<file path="src/rtl/pipe_stage_reg_if.sv">
// ---------------------------------------------------------------------------
// pipe_stage_reg_if
//
// Purpose: groups the two valid/ready channels of an elastic pipeline
// register into one bundle. The environment side (producer of in_*, consumer
// of out_*) uses the master modport; the register block uses the slave one.
//
// Parameters:
//   WIDTH      payload width in bits
//
// Signals:
//   in_valid   upstream presents in_data
//   in_ready   block accepts in_data this cycle
//   in_data    payload in (WIDTH bits)
//   out_valid  out_data holds a valid item
//   out_ready  downstream accepts out_data this cycle
//   out_data   payload out (WIDTH bits)
// ---------------------------------------------------------------------------
interface pipe_stage_reg_if #(
  parameter int WIDTH = 32
);
  logic             in_valid;
  logic             in_ready;
  logic [WIDTH-1:0] in_data;
  logic             out_valid;
  logic             out_ready;
  logic [WIDTH-1:0] out_data;

  // Environment view: drives the input payload and the output acceptance.
  modport master (
    output in_valid,
    output in_data,
    output out_ready,
    input  in_ready,
    input  out_valid,
    input  out_data
  );

  // Register-block view.
  modport slave (
    input  in_valid,
    input  in_data,
    input  out_ready,
    output in_ready,
    output out_valid,
    output out_data
  );
endinterface

</file>
<file path="src/rtl/pipe_stage_reg.sv">
// ---------------------------------------------------------------------------
// pipe_stage_reg
//
// Purpose: parametrised elastic pipeline register. A WIDTH-bit payload moves
// through DEPTH register stages under a valid/ready handshake. Empty stages
// always accept, so a stall at the output lets upstream items advance until
// every stage is full (bubble collapsing). A synchronous flush clears every
// valid bit; a synchronous reset also loads RESET_VAL into every data
// register. Used between datapath stages of the pipelined MIPS core
// (IF/ID, ID/EX payload registers).
//
// Parameters:
//   WIDTH      payload width in bits (>= 1); must match the interface WIDTH
//   DEPTH      number of register stages (>= 1)
//   RESET_VAL  value loaded into every stage data register on reset
//
// Ports:
//   clk        clock, all state changes on posedge
//   reset      synchronous active-high reset, has priority over flush
//   flush      synchronous clear of all valid bits; blocks input and output
//   bus        pipe_stage_reg_if.slave: in_valid/in_ready/in_data,
//              out_valid/out_ready/out_data
//   occupancy  (PIPE_STAGE_REG_OCC_EN only) number of valid stages
//   full       (PIPE_STAGE_REG_OCC_EN only) occupancy == DEPTH
//
// Configuration macro:
//   PIPE_STAGE_REG_OCC_EN  when defined, adds the occupancy counter and the
//                          occupancy/full output ports. When undefined the
//                          ports and the counter are absent.
// ---------------------------------------------------------------------------
module pipe_stage_reg #(
  parameter int               WIDTH     = 32,
  parameter int               DEPTH     = 1,
  parameter logic [WIDTH-1:0] RESET_VAL = '0
) (
  input  logic                   clk,
  input  logic                   reset,
  input  logic                   flush,
  pipe_stage_reg_if.slave        bus
`ifdef PIPE_STAGE_REG_OCC_EN
  ,
  output logic [$clog2(DEPTH+1)-1:0] occupancy,
  output logic                       full
`endif
);

  // -------------------------------------------------------------------------
  // Stage state. Stage 0 takes the input, stage DEPTH-1 drives the output.
  // -------------------------------------------------------------------------
  logic [DEPTH-1:0] v_q;
  logic [DEPTH-1:0] v_d;
  logic [WIDTH-1:0] d_q [DEPTH];
  logic [WIDTH-1:0] d_d [DEPTH];

  // Per-stage ready: stage k may load this cycle.
  logic [DEPTH-1:0] rdy;

  // Source of each stage: index k holds what stage k would load, i.e. the
  // input for k = 0 and stage k-1 otherwise. Padding the chain by one entry
  // avoids any special case (and any negative index) for stage 0.
  logic [DEPTH:0]   v_chain;
  logic [WIDTH-1:0] d_chain [DEPTH+1];

  genvar gi;

  // -------------------------------------------------------------------------
  // Ready chain.
  // The recurrence rdy[k] = rdy[k+1] | ~v[k] with rdy[DEPTH-1] =
  // out_ready | ~v[DEPTH-1] unrolls to "downstream accepts, or some stage at
  // or after k is empty". Writing it in closed form keeps each bit a single
  // reduction instead of a long combinational ripple through a shared vector.
  // -------------------------------------------------------------------------
  generate
    for (gi = 0; gi < DEPTH; gi++) begin : g_rdy
      assign rdy[gi] = bus.out_ready | ~(&v_q[DEPTH-1:gi]);
    end
  endgenerate

  // -------------------------------------------------------------------------
  // Source chain.
  // -------------------------------------------------------------------------
  assign v_chain    = {v_q, bus.in_valid};
  assign d_chain[0] = bus.in_data;

  generate
    for (gi = 0; gi < DEPTH; gi++) begin : g_src
      assign d_chain[gi+1] = d_q[gi];
    end
  endgenerate

  // -------------------------------------------------------------------------
  // Next-state logic.
  // Flush clears every valid bit but leaves the data registers alone. With no
  // flush, a ready stage loads its source unconditionally: the data register
  // follows even an invalid source, which keeps the enable logic down to the
  // ready bit alone. A stage that is not ready holds data and valid.
  // -------------------------------------------------------------------------
  always_comb begin
    v_d = v_q;
    d_d = d_q;
    for (int k = 0; k < DEPTH; k++) begin
      if (flush) begin
        v_d[k] = 1'b0;
      end else if (rdy[k]) begin
        v_d[k] = v_chain[k];
        d_d[k] = d_chain[k];
      end
    end
  end

  // -------------------------------------------------------------------------
  // Stage registers. Reset wins over flush and over every load.
  // -------------------------------------------------------------------------
  always_ff @(posedge clk) begin
    if (reset) begin
      v_q <= '0;
      for (int k = 0; k < DEPTH; k++) begin
        d_q[k] <= RESET_VAL;
      end
    end else begin
      v_q <= v_d;
      for (int k = 0; k < DEPTH; k++) begin
        d_q[k] <= d_d[k];
      end
    end
  end

  // -------------------------------------------------------------------------
  // Handshake outputs.
  // Flush masks both sides so nothing is accepted or delivered in the cycle
  // whose edge discards the contents.
  // -------------------------------------------------------------------------
  assign bus.in_ready  = rdy[0] & ~flush;
  assign bus.out_valid = v_q[DEPTH-1] & ~flush;
  assign bus.out_data  = d_q[DEPTH-1];

`ifdef PIPE_STAGE_REG_OCC_EN
  // -------------------------------------------------------------------------
  // Occupancy counter.
  // Tracks the number of set valid bits. Bubble collapsing moves items
  // without changing the count, so only the boundary transfers matter:
  // +1 on an input transfer, -1 on an output transfer. Both transfers are
  // masked during flush, and flush itself empties every stage, so the count
  // simply returns to zero.
  // -------------------------------------------------------------------------
  localparam int OCC_W = $clog2(DEPTH+1);

  logic [OCC_W-1:0] occ_q;
  logic [OCC_W-1:0] occ_d;
  logic             in_xfer;
  logic             out_xfer;

  assign in_xfer  = bus.in_valid & bus.in_ready;
  assign out_xfer = bus.out_valid & bus.out_ready;

  always_comb begin
    occ_d = occ_q;
    if (flush) begin
      occ_d = '0;
    end else begin
      occ_d = occ_q + OCC_W'(in_xfer) - OCC_W'(out_xfer);
    end
  end

  always_ff @(posedge clk) begin
    if (reset) begin
      occ_q <= '0;
    end else begin
      occ_q <= occ_d;
    end
  end

  assign occupancy = occ_q;
  assign full      = (occ_q == OCC_W'(DEPTH));
`endif

endmodule
</file>
<file path="src/flat_wrapper.sv">
// flat-port wrapper written by rule: the top's interface ports become plain ports
module pipe_stage_reg_flat 
#(
  parameter int               WIDTH     = 32,
  parameter int               DEPTH     = 1,
  parameter logic [WIDTH-1:0] RESET_VAL = '0
)
  (clk, reset, flush, bus_in_valid, bus_in_data, bus_out_ready, bus_in_ready, bus_out_valid, bus_out_data);
  pipe_stage_reg_if #(.WIDTH(WIDTH)) bus_i ();
  input  logic clk;
  input  logic reset;
  input  logic flush;
  input wire logic [$bits(bus_i.in_valid)-1:0] bus_in_valid;
  input wire logic [$bits(bus_i.in_data)-1:0] bus_in_data;
  input wire logic [$bits(bus_i.out_ready)-1:0] bus_out_ready;
  output wire logic [$bits(bus_i.in_ready)-1:0] bus_in_ready;
  output wire logic [$bits(bus_i.out_valid)-1:0] bus_out_valid;
  output wire logic [$bits(bus_i.out_data)-1:0] bus_out_data;
  assign bus_i.in_valid = bus_in_valid;
  assign bus_i.in_data = bus_in_data;
  assign bus_i.out_ready = bus_out_ready;
  assign bus_in_ready = bus_i.in_ready;
  assign bus_out_valid = bus_i.out_valid;
  assign bus_out_data = bus_i.out_data;
  pipe_stage_reg #(.WIDTH(WIDTH), .DEPTH(DEPTH), .RESET_VAL(RESET_VAL)) u_core (.clk(clk), .reset(reset), .flush(flush), .bus(bus_i));
endmodule
</file>
<file path="config.mk">
export PLATFORM = sky130hd
export DESIGN_NAME = pipe_stage_reg_flat
export DESIGN_NICKNAME = d
export VERILOG_FILES = /design/src/rtl/pipe_stage_reg_if.sv /design/src/rtl/pipe_stage_reg.sv /design/src/flat_wrapper.sv
export SDC_FILE = /design/constraint.sdc
export NUM_CORES = 1
export LEC_CHECK = 0
export BUFFER_PORTS_ARGS = -buffer_cell sky130_fd_sc_hd__buf_2
export CAP_MARGIN = 10
export CORE_MARGIN = 3
export CORE_UTILIZATION = 30
export CTS_CLUSTER_DIAMETER = 80
export CTS_CLUSTER_SIZE = 16
export DETAILED_ROUTE_END_ITERATION = 10
export PLACE_DENSITY = 0.54
export SETUP_SLACK_MARGIN = 0.02
export SYNTH_ARGS = -nofsm -noshare
export SYNTH_HDL_FRONTEND = slang
export SYNTH_SLANG_ARGS = --single-unit
</file>
<file path="constraint.sdc">
create_clock -name clk -period 1.4 [get_ports clk]
set_input_delay 0.14 -clock clk [delete_from_list [all_inputs] [get_ports clk]]
set_output_delay 0.14 -clock clk [all_outputs]
set_load 0.1 [all_outputs]
</file>
==> results of run 1 <==
registers in the layout (all words and copies together) (netlist names):
name                 count
u_core.bus.out_data     32
u_core.v_q               1
cell usage after synthesis:
library cell   n
nor2b_4        1
nand2b_1      64
nor2_8         1
buf_2          1
nor3_1         1
clkbuf_1       6
mux2i_1       32
nor2_1         1
nor2b_1        1
dfxtp_1       33
buf_12         3
layer usage:
metal / vias to the layer above / global-route usage, %
met2: 36 / 18.0
met1: 524 / 13.1
met5: - / 0
li1: 608 / -
met3: 7 / 3.40
met4: 0 / 5.34
cells by family (layout without fill, tap and decap cells):
family	count (synthesis)	in the layout	synth area share, %
multiplexers	32	32	21.1
flip-flops	33	33	43.5
buffers and inverters	10	85	5.77
AND/OR/NAND/NOR	69	69	29.6
final cells by class:
| type | count | area (um2) |
|---|---|---|
| clock inverters | 1 | 5.00 |
| flip-flops and latches | 33 | 661 |
| multi-input cells | 101 | 772 |
| well taps | 67 | 83.8 |
| repair buffers | 77 | 455 |
| clock buffers | 7 | 96.3 |
| fillers | 509 | 2740 |
worst max-delay path, stage by stage (launching register included):
cell and delay [ps]:
dfxtp_1 330, nor2b_4 200, nor2_8 50, buf_12 130
buf_12 150
worst max path at each step:
stage,start,end,slack (ps)
after global routing,u_core.v_q,bus_out_valid,50
after detailed placement,u_core.v_q,bus_in_ready,350
after CTS,u_core.v_q,bus_in_ready,30
after floorplan,u_core.v_q,bus_out_valid,130
after global placement,u_core.v_q,bus_in_ready,360
final,u_core.v_q,bus_in_ready,110
power breakdown:
part           switching [mW]  internal [mW]
Combinational           0.581          0.198
Clock                   0.330          0.444
Sequential             0.0303           1.00
Total                   0.941           1.64
metrics by stage:
stage | hold WS, ps | instance area, um2 | util (%) | total power, mW | std cells
5_1_grt | 104 | 2070 | 43.0 | 2.71 | 286
3_3_place_gp | 407 | 1940 | 40.3 | 1.83 | 274
3_5_place_dp | 408 | 1940 | 40.3 | 1.83 | 274
2_1_floorplan | 219 | 1520 | - | 1.68 | 144
4_1_cts | 102 | 2040 | 42.4 | 2.62 | 282
6_report | 113 | 2070 | 43.0 | 2.58 | 286
==> insert_results.sql, run 1 <==
INSERT INTO impl_metrics (metric_group, metric, value, unit) VALUES
('outcome', 'outcome', 'finished clean', ''),
('drt', 'detailroute.wirelength.met2', '1560', 'um'),
('die', 'die_height', '77.1', 'um'),
('sta', 'layout_worst_path_cycle_share', '91.9', '%'),
('die', 'fp.coreArea', '4820', 'um2'),
('sta', 'setup_ws', '113', 'ps'),
('cts', 'clock_sinks', '33', ''),
('place', 'place.detailed.hpwl', '2250', 'um'),
('finish', 'commonest_cells_after_routing_fill_and_taps_aside', 'buf_2, nand2b_1, dfxtp_1', ''),
('cts', 'cts_buffers', '5', ''),
('sta', 'slew_headroom', '66.9', '%'),
('yosys', 'synthesis.yosys.warnings', '0', ''),
('setup_path', 'critical_path_required', '1260', 'ps'),
('sta', 'timing.fmax', '0.777', 'GHz'),
('cts', 'h-tree-depth', '2', ''),
('setup_path', 'setup_slack_reg_to_reg', '290', 'ps'),
('sta', 'worst_slew_pin_slew', '500', 'ps'),
('sta', 'clock_skew', '2.21', 'ps'),
('drt', 'met1_length', '1410', 'um'),
('drt', 'first_iter_violations', '64', ''),
('sta', 'setup_viol', '0', ''),
('drt', 'routedWlPerCell', '11.2', 'um'),
('drt', 'postRouteAntennaNets', '0', ''),
('die', 'design.die.area', '5950', 'um2'),
('die', 'die_width', '77.1', 'um'),
('drt', 'vias', '1175', ''),
('cts', 'tritoncts_clock_tree', 'yes', ''),
('cts', 'clkSlewWorstSetupHoldPaths', '70', 'ps'),
('sta', 'setup_total_negative_slack', '0', 'ps'),
('place', 'place.gp.congestion', '0.676', ''),
('yosys', 'synth-seq-area-share', '43.5', '%'),
('drt', 'highest_layer', 'met4', ''),
('power_and_ir_drop', 'power.density_cell_area', '1250', 'nW/um2'),
('sta', 'finalWorstPathRequiredPeriod', '1290', 'ps'),
('global_route', 'global_route.usage.total', '11.1', '%'),
('setup_path', 'path_max_fanout', '5', ''),
('setup_path', 'criticalPathCategory', 'reg2out', ''),
('global_route', 'grt_pass1_wl', '5210', 'um'),
('global_route', 'grt_antenna_before_repair', '0', ''),
('cts', 'hold_buffers', '0', ''),
('drt', 'routed_wl', '3200', 'um'),
('cts', 'clk-insertion-delay-late', '280', 'ps'),
('drt', 'drt-vias-per-instance', '4.11', ''),
('yosys', 'synth_area_leader_cell', 'dfxtp_1', ''),
('setup_path', 'r2r_cells', '5', ''),
('cts', 'cts-root-buf', 'clkbuf_8', ''),
('yosys', 'synth_top_cells_by_area', 'dfxtp_1, nand2b_1, mux2i_1', ''),
('power_and_ir_drop', 'total_leakage_power', '1.01', 'nW'),
('yosys', 'post_synth_inst_count', '144', ''),
('drt', 'met3_length', '177', 'um'),
('drt', 'dr.pass1.iters', '4', ''),
('sta', 'timing.final.max_slew_violations', '0', ''),
('cts', 'post_cts_gate_resize_count', '0', ''),
('setup_path', 'setup.worst_path.end_class', 'primary output', ''),
('yosys', 'synth.distinct_cells', '11', ''),
('die', 'placement_rows', '25', ''),
('finish', 'mostFrequentLayoutCell', 'buf_2', ''),
('hold_path', 'hold_start', 'bus_in_data[20]', ''),
('finish', 'drive_gt1_share', '40.2', '%'),
('die', 'start_util', '31.5', '%'),
('yosys', 'syn-num-nets', '181', ''),
('global_route', 'grt_overflow_total', '0', ''),
('yosys', 'synth_area_per_cell', '10.5', 'um2'),
('drt', 'post-route-drc-count', '0', ''),
('finish', 'layout-area-overhead-vs-synth', '36.6', '%'),
('place', 'place_worst_setup_slack', '350', 'ps'),
('finish', 'nets', '255', ''),
('setup_path', 'startpoint_type', 'flip-flop', ''),
('sta', 'hold_violations', '0', ''),
('cts', 'max_clock_buf_depth', '2', ''),
('power_and_ir_drop', 'vdd_drop_max', '0.000539', 'V');
Power figures use the tool's default switching activity.
==> run 2: changes to the inputs <==
--- a/config.mk
+++ b/config.mk
@@ -5,6 +5,7 @@
 export SDC_FILE = /design/constraint.sdc
 export NUM_CORES = 1
 export LEC_CHECK = 0
+export ABC_AREA = 1
 export BUFFER_PORTS_ARGS = -buffer_cell sky130_fd_sc_hd__buf_2
 export CAP_MARGIN = 10
 export CORE_MARGIN = 3
==> run 2 against run 1 <==
  * Core utilization shrank 0.61 points
  * Highest routed layer unchanged
  * Clock skew grew 1.4 ps
  * First-iteration DRC count shrank 17%
  * Wire length grew 8.1%
  * Largest cell class is now registers
  * Critical endpoint unchanged
  * Fmax grew 3.1%
  * Sequential power is essentially flat
==> insert_results.sql, run 2 <==
INSERT INTO impl_metrics (metric_group, metric, value, unit) VALUES
('outcome', 'outcome', 'finished clean', ''),
('drt', 'routedWlPerCell', '9.79', 'um'),
('sta', 'grt_setup_unrepaired', 'no', ''),
('yosys', 'synthesis.yosys.warnings', '0', ''),
('sta', 'setup_total_negative_slack', '0', 'ps'),
('die', 'fp.coreArea', '4790', 'um2'),
('setup_path', 'regToRegStartpoint', 'u_core.v_q', ''),
('power_and_ir_drop', 'pwr-share-seq', '40.1', '%'),
('yosys', 'synth-seq-cells', '33', ''),
('sta', 'setup_ws', '152', 'ps'),
('place', 'place_worst_setup_slack', '342', 'ps'),
('setup_path', 'crit_slowest_cell', 'dfxtp_1', ''),
('cts', 'clock_sinks', '33', ''),
('die', 'i_o_pin_count', '71', ''),
('power_and_ir_drop', 'overall_power', '2.60', 'mW'),
('yosys', 'yosysMostFrequentCell', 'inv_1', ''),
('run', 'number_of_max_cap_violations', '0', ''),
('yosys', 'netlist.area_leader.share', '43.6', '%'),
('setup_path', 'startpoint_type', 'flip-flop', ''),
('setup_path', 'path_max_fanout', '4', ''),
('sta', 'timing.fmax', '0.801', 'GHz'),
('place', 'dpl-instance-area', '1940', 'um2'),
('finish', 'commonest_cells_after_routing_fill_and_taps_aside', 'buf_2, inv_1, a21oi_1, dfxtp_1', ''),
('setup_path', 'criticalPathCategory', 'reg2out', ''),
('setup_path', 'timing.critical_path.max_delay_family', 'flip-flops', ''),
('drt', 'vias', '1482', ''),
('die', 'die_height', '77.0', 'um'),
('die', 'die_width', '77.0', 'um'),
('yosys', 'syn-num-nets', '254', ''),
('finish', 'antenna_cells_inserted', '0', ''),
('sta', 'setup_viol', '0', ''),
('finish', 'layout-area-overhead-vs-synth', '34.1', '%'),
('global_route', 'grt_pass1_wl', '6280', 'um'),
('hold_path', 'min_delay_path_depth', '2', ''),
('setup_path', 'crit_chain', 'a21oi_2 -> clkbuf_4', ''),
('yosys', 'synth_area_leader_cell', 'dfxtp_1', ''),
('drt', 'routed_wl', '3460', 'um'),
('yosys', 'async_flop_share', '0', '%'),
('yosys', 'synth-seq-area-share', '43.6', '%'),
('setup_path', 'setup.worst_path.end_class', 'primary output', ''),
('power_and_ir_drop', 'intPower', '1.53', 'mW'),
('hold_path', 'timing.hold.worst.class', 'in2reg', ''),
('yosys', 'synthFlopType', 'dfxtp_1', ''),
('sta', 'clock_skew', '3.63', 'ps'),
('global_route', 'first_global_vias', '1457', ''),
('sta', 'hold_violations', '0', ''),
('cts', 'max_clock_buf_depth', '2', ''),
('drt', 'dr.pass1.iters', '3', ''),
('hold_path', 'hold_end', 'u_core.v_q', ''),
('power_and_ir_drop', 'power.net_switching', '1.07', 'mW'),
('place', 'place.detailed.hpwl', '2420', 'um'),
('finish', 'drive_gt1_share', '32.5', '%'),
('yosys', 'synth_area_per_cell', '6.98', 'um2'),
('finish', 'stdcell_area', '2030', 'um2'),
('cts', 'clk-insertion-delay-late', '270', 'ps'),
('setup_path', 'critical_path_required', '1260', 'ps'),
('finish', 'mostFrequentLayoutCell', 'buf_2', ''),
('global_route', 'grt_overflow_total', '0', ''),
('setup_path', 'critical-path-max-stage-delay', '360', 'ps'),
('global_route', 'global_route.usage.total', '12.6', '%'),
('cts', 'cts_setup_buffers', '0', ''),
('drt', 'drt-vias-per-instance', '4.20', ''),
('power_and_ir_drop', 'power.density_cell_area', '1280', 'nW/um2'),
('yosys', 'synth.distinct_cells', '14', ''),
('cts', 'cts-root-buf', 'clkbuf_8', ''),
('global_route', 'grt_start_max_net_pins', '39', ''),
('finish', 'layout.filler_cells', '553', ''),
('sta', 'slew_headroom', '67.4', '%'),
('place', 'place.gp.congestion', '0.650', ''),
('power_and_ir_drop', 'total_leakage_power', '1.16', 'nW'),
('finish', 'largest_register_ffs', '32', ''),
('setup_path', 'critical_path_arrival', '1110', 'ps'),
('finish', 'nets', '322', ''),
('setup_path', 'r2r_cells', '5', ''),
('place', 'port_buffers', '70', ''),
('power_and_ir_drop', 'clkPwrFrac', '26.5', '%'),
('yosys', 'synth_top_cells_by_area', 'dfxtp_1, a21oi_1, nand3_1', ''),
('power_and_ir_drop', 'power.switching_fraction', '41.2', '%'),
('die', 'start_util', '31.6', '%'),
('yosys', 'synth_area', '1510', 'um2'),
('sta', 'timing.final.max_slew_violations', '0', ''),
('sta', 'hold_slack', '42.8', 'ps'),
('yosys', 'post_synth_inst_count', '217', ''),
('setup_path', 'worst-path-buf-inv', '1', ''),
('cts', 'h-tree-depth', '2', ''),
('hold_path', 'hold_start', 'reset', ''),
('cts', 'tritoncts_clock_tree', 'yes', ''),
('cts', 'clkSlewWorstSetupHoldPaths', '70', 'ps'),
('power_and_ir_drop', 'vdd_drop_max', '0.000508', 'V'),
('setup_path', 'r2r_end', 'u_core.bus.out_data[7]', ''),
('drt', 'postRouteAntennaNets', '0', ''),
('drt', 'first_iter_violations', '53', ''),
('sta', 'layout_worst_path_cycle_share', '89.2', '%'),
('power_and_ir_drop', 'comb_power_share', '33.4', '%'),
('sta', 'finalWorstPathRequiredPeriod', '1250', 'ps'),
('global_route', 'grt_antenna_before_repair', '0', ''),
('sta', 'worst_slew_pin_slew', '492', 'ps'),
('die', 'placement_rows', '25', ''),
('yosys', 'top_cell_types_by_occurrence_after_synthesis', 'inv_1, a21oi_1, dfxtp_1, nor2_1, nand2_1', ''),
('yosys', 'synth-edff-count', '0', ''),
('setup_path', 'setup_slack_reg_to_reg', '340', 'ps'),
('drt', 'post-route-drc-count', '0', ''),
('die', 'design.die.area', '5940', 'um2'),
('cts', 'cts_buffers', '5', '');
[run 2: worst register-to-register path, delay by kind of cell (launching register included)]
kind | cells | cell delay (ps)
and+or+nand+nor | 4 | 320
buffers and inverters | 1 | 280
DFF | 1 | 360
[run 2: layout make-up]
cell class | instances | area (um2) | area share [%]
inverters | 36 | 135 | 6.65
clock inverters | 3 | 17.5 | 0.863
repair buffers | 76 | 438 | 21.6
clock buffers | 5 | 68.8 | 3.39
multi-input cells | 133 | 627 | 30.9
flip-flops and latches | 33 | 661 | 32.5
well taps | 67 | 83.8 | 4.13
[run 2: per-stage QoR]
| stage | instances | utilization, % |
|---|---|---|
| floorplan | 217 | - |
| global placement | 345 | 40.6 |
| detailed placement | 345 | 40.6 |
| CTS | 353 | 42.4 |
| global route | 353 | 42.4 |
| finish | 353 | 42.4 |
[run 2: kinds of logic (layout without fill, tap and decap cells)]
logic type             after synthesis  after routing  synth area share [%]
AO/OA/AOI/OAI                       34             34                  11.2
buffers and inverters               51            120                  15.7
AND/OR/NAND/NOR                     99             99                  29.4
flip-flops                          33             33                  43.6
[run 2: power by group through the flow]
| stage | logic [mW] | registers [mW] | clock network [mW] |
|---|---|---|---|
| final | 0.870 | 1.04 | 0.690 |
| after global placement | 0.874 | 1.07 | 0 |
| after CTS | 0.877 | 1.05 | 0.728 |
| after floorplan | 0.219 | 1.56 | 0 |
| after detailed placement | 0.876 | 1.07 | 0 |
| after global routing | 0.930 | 1.05 | 0.769 |
[run 2: how the worst max path moves through the flow]
stage	to	from	cells after the start	slack [ps]
after floorplan	bus_in_ready	u_core.v_q	1	50
after global placement	bus_in_ready	u_core.v_q	2	350
after detailed placement	u_core.bus.out_data[31]	u_core.v_q	4	340
after CTS	bus_in_ready	u_core.v_q	2	30
after global routing	bus_in_ready	u_core.v_q	2	100
final	bus_in_ready	u_core.v_q	2	150
[run 2: layer usage]
metal,share of wire [%],vias up,track usage [%]
li1,-,805,-
met1,46,629,14.6
met2,45,46,21.6
met3,8.6,2,4.93
met4,0.35,0,3.20
met5,0,-,0
[run 2: timing repair]
item                                    in CTS  in global routing
gates resized for setup                      0                  1
hold buffers                                 0                  0
endpoints found under the setup margin       0                  1
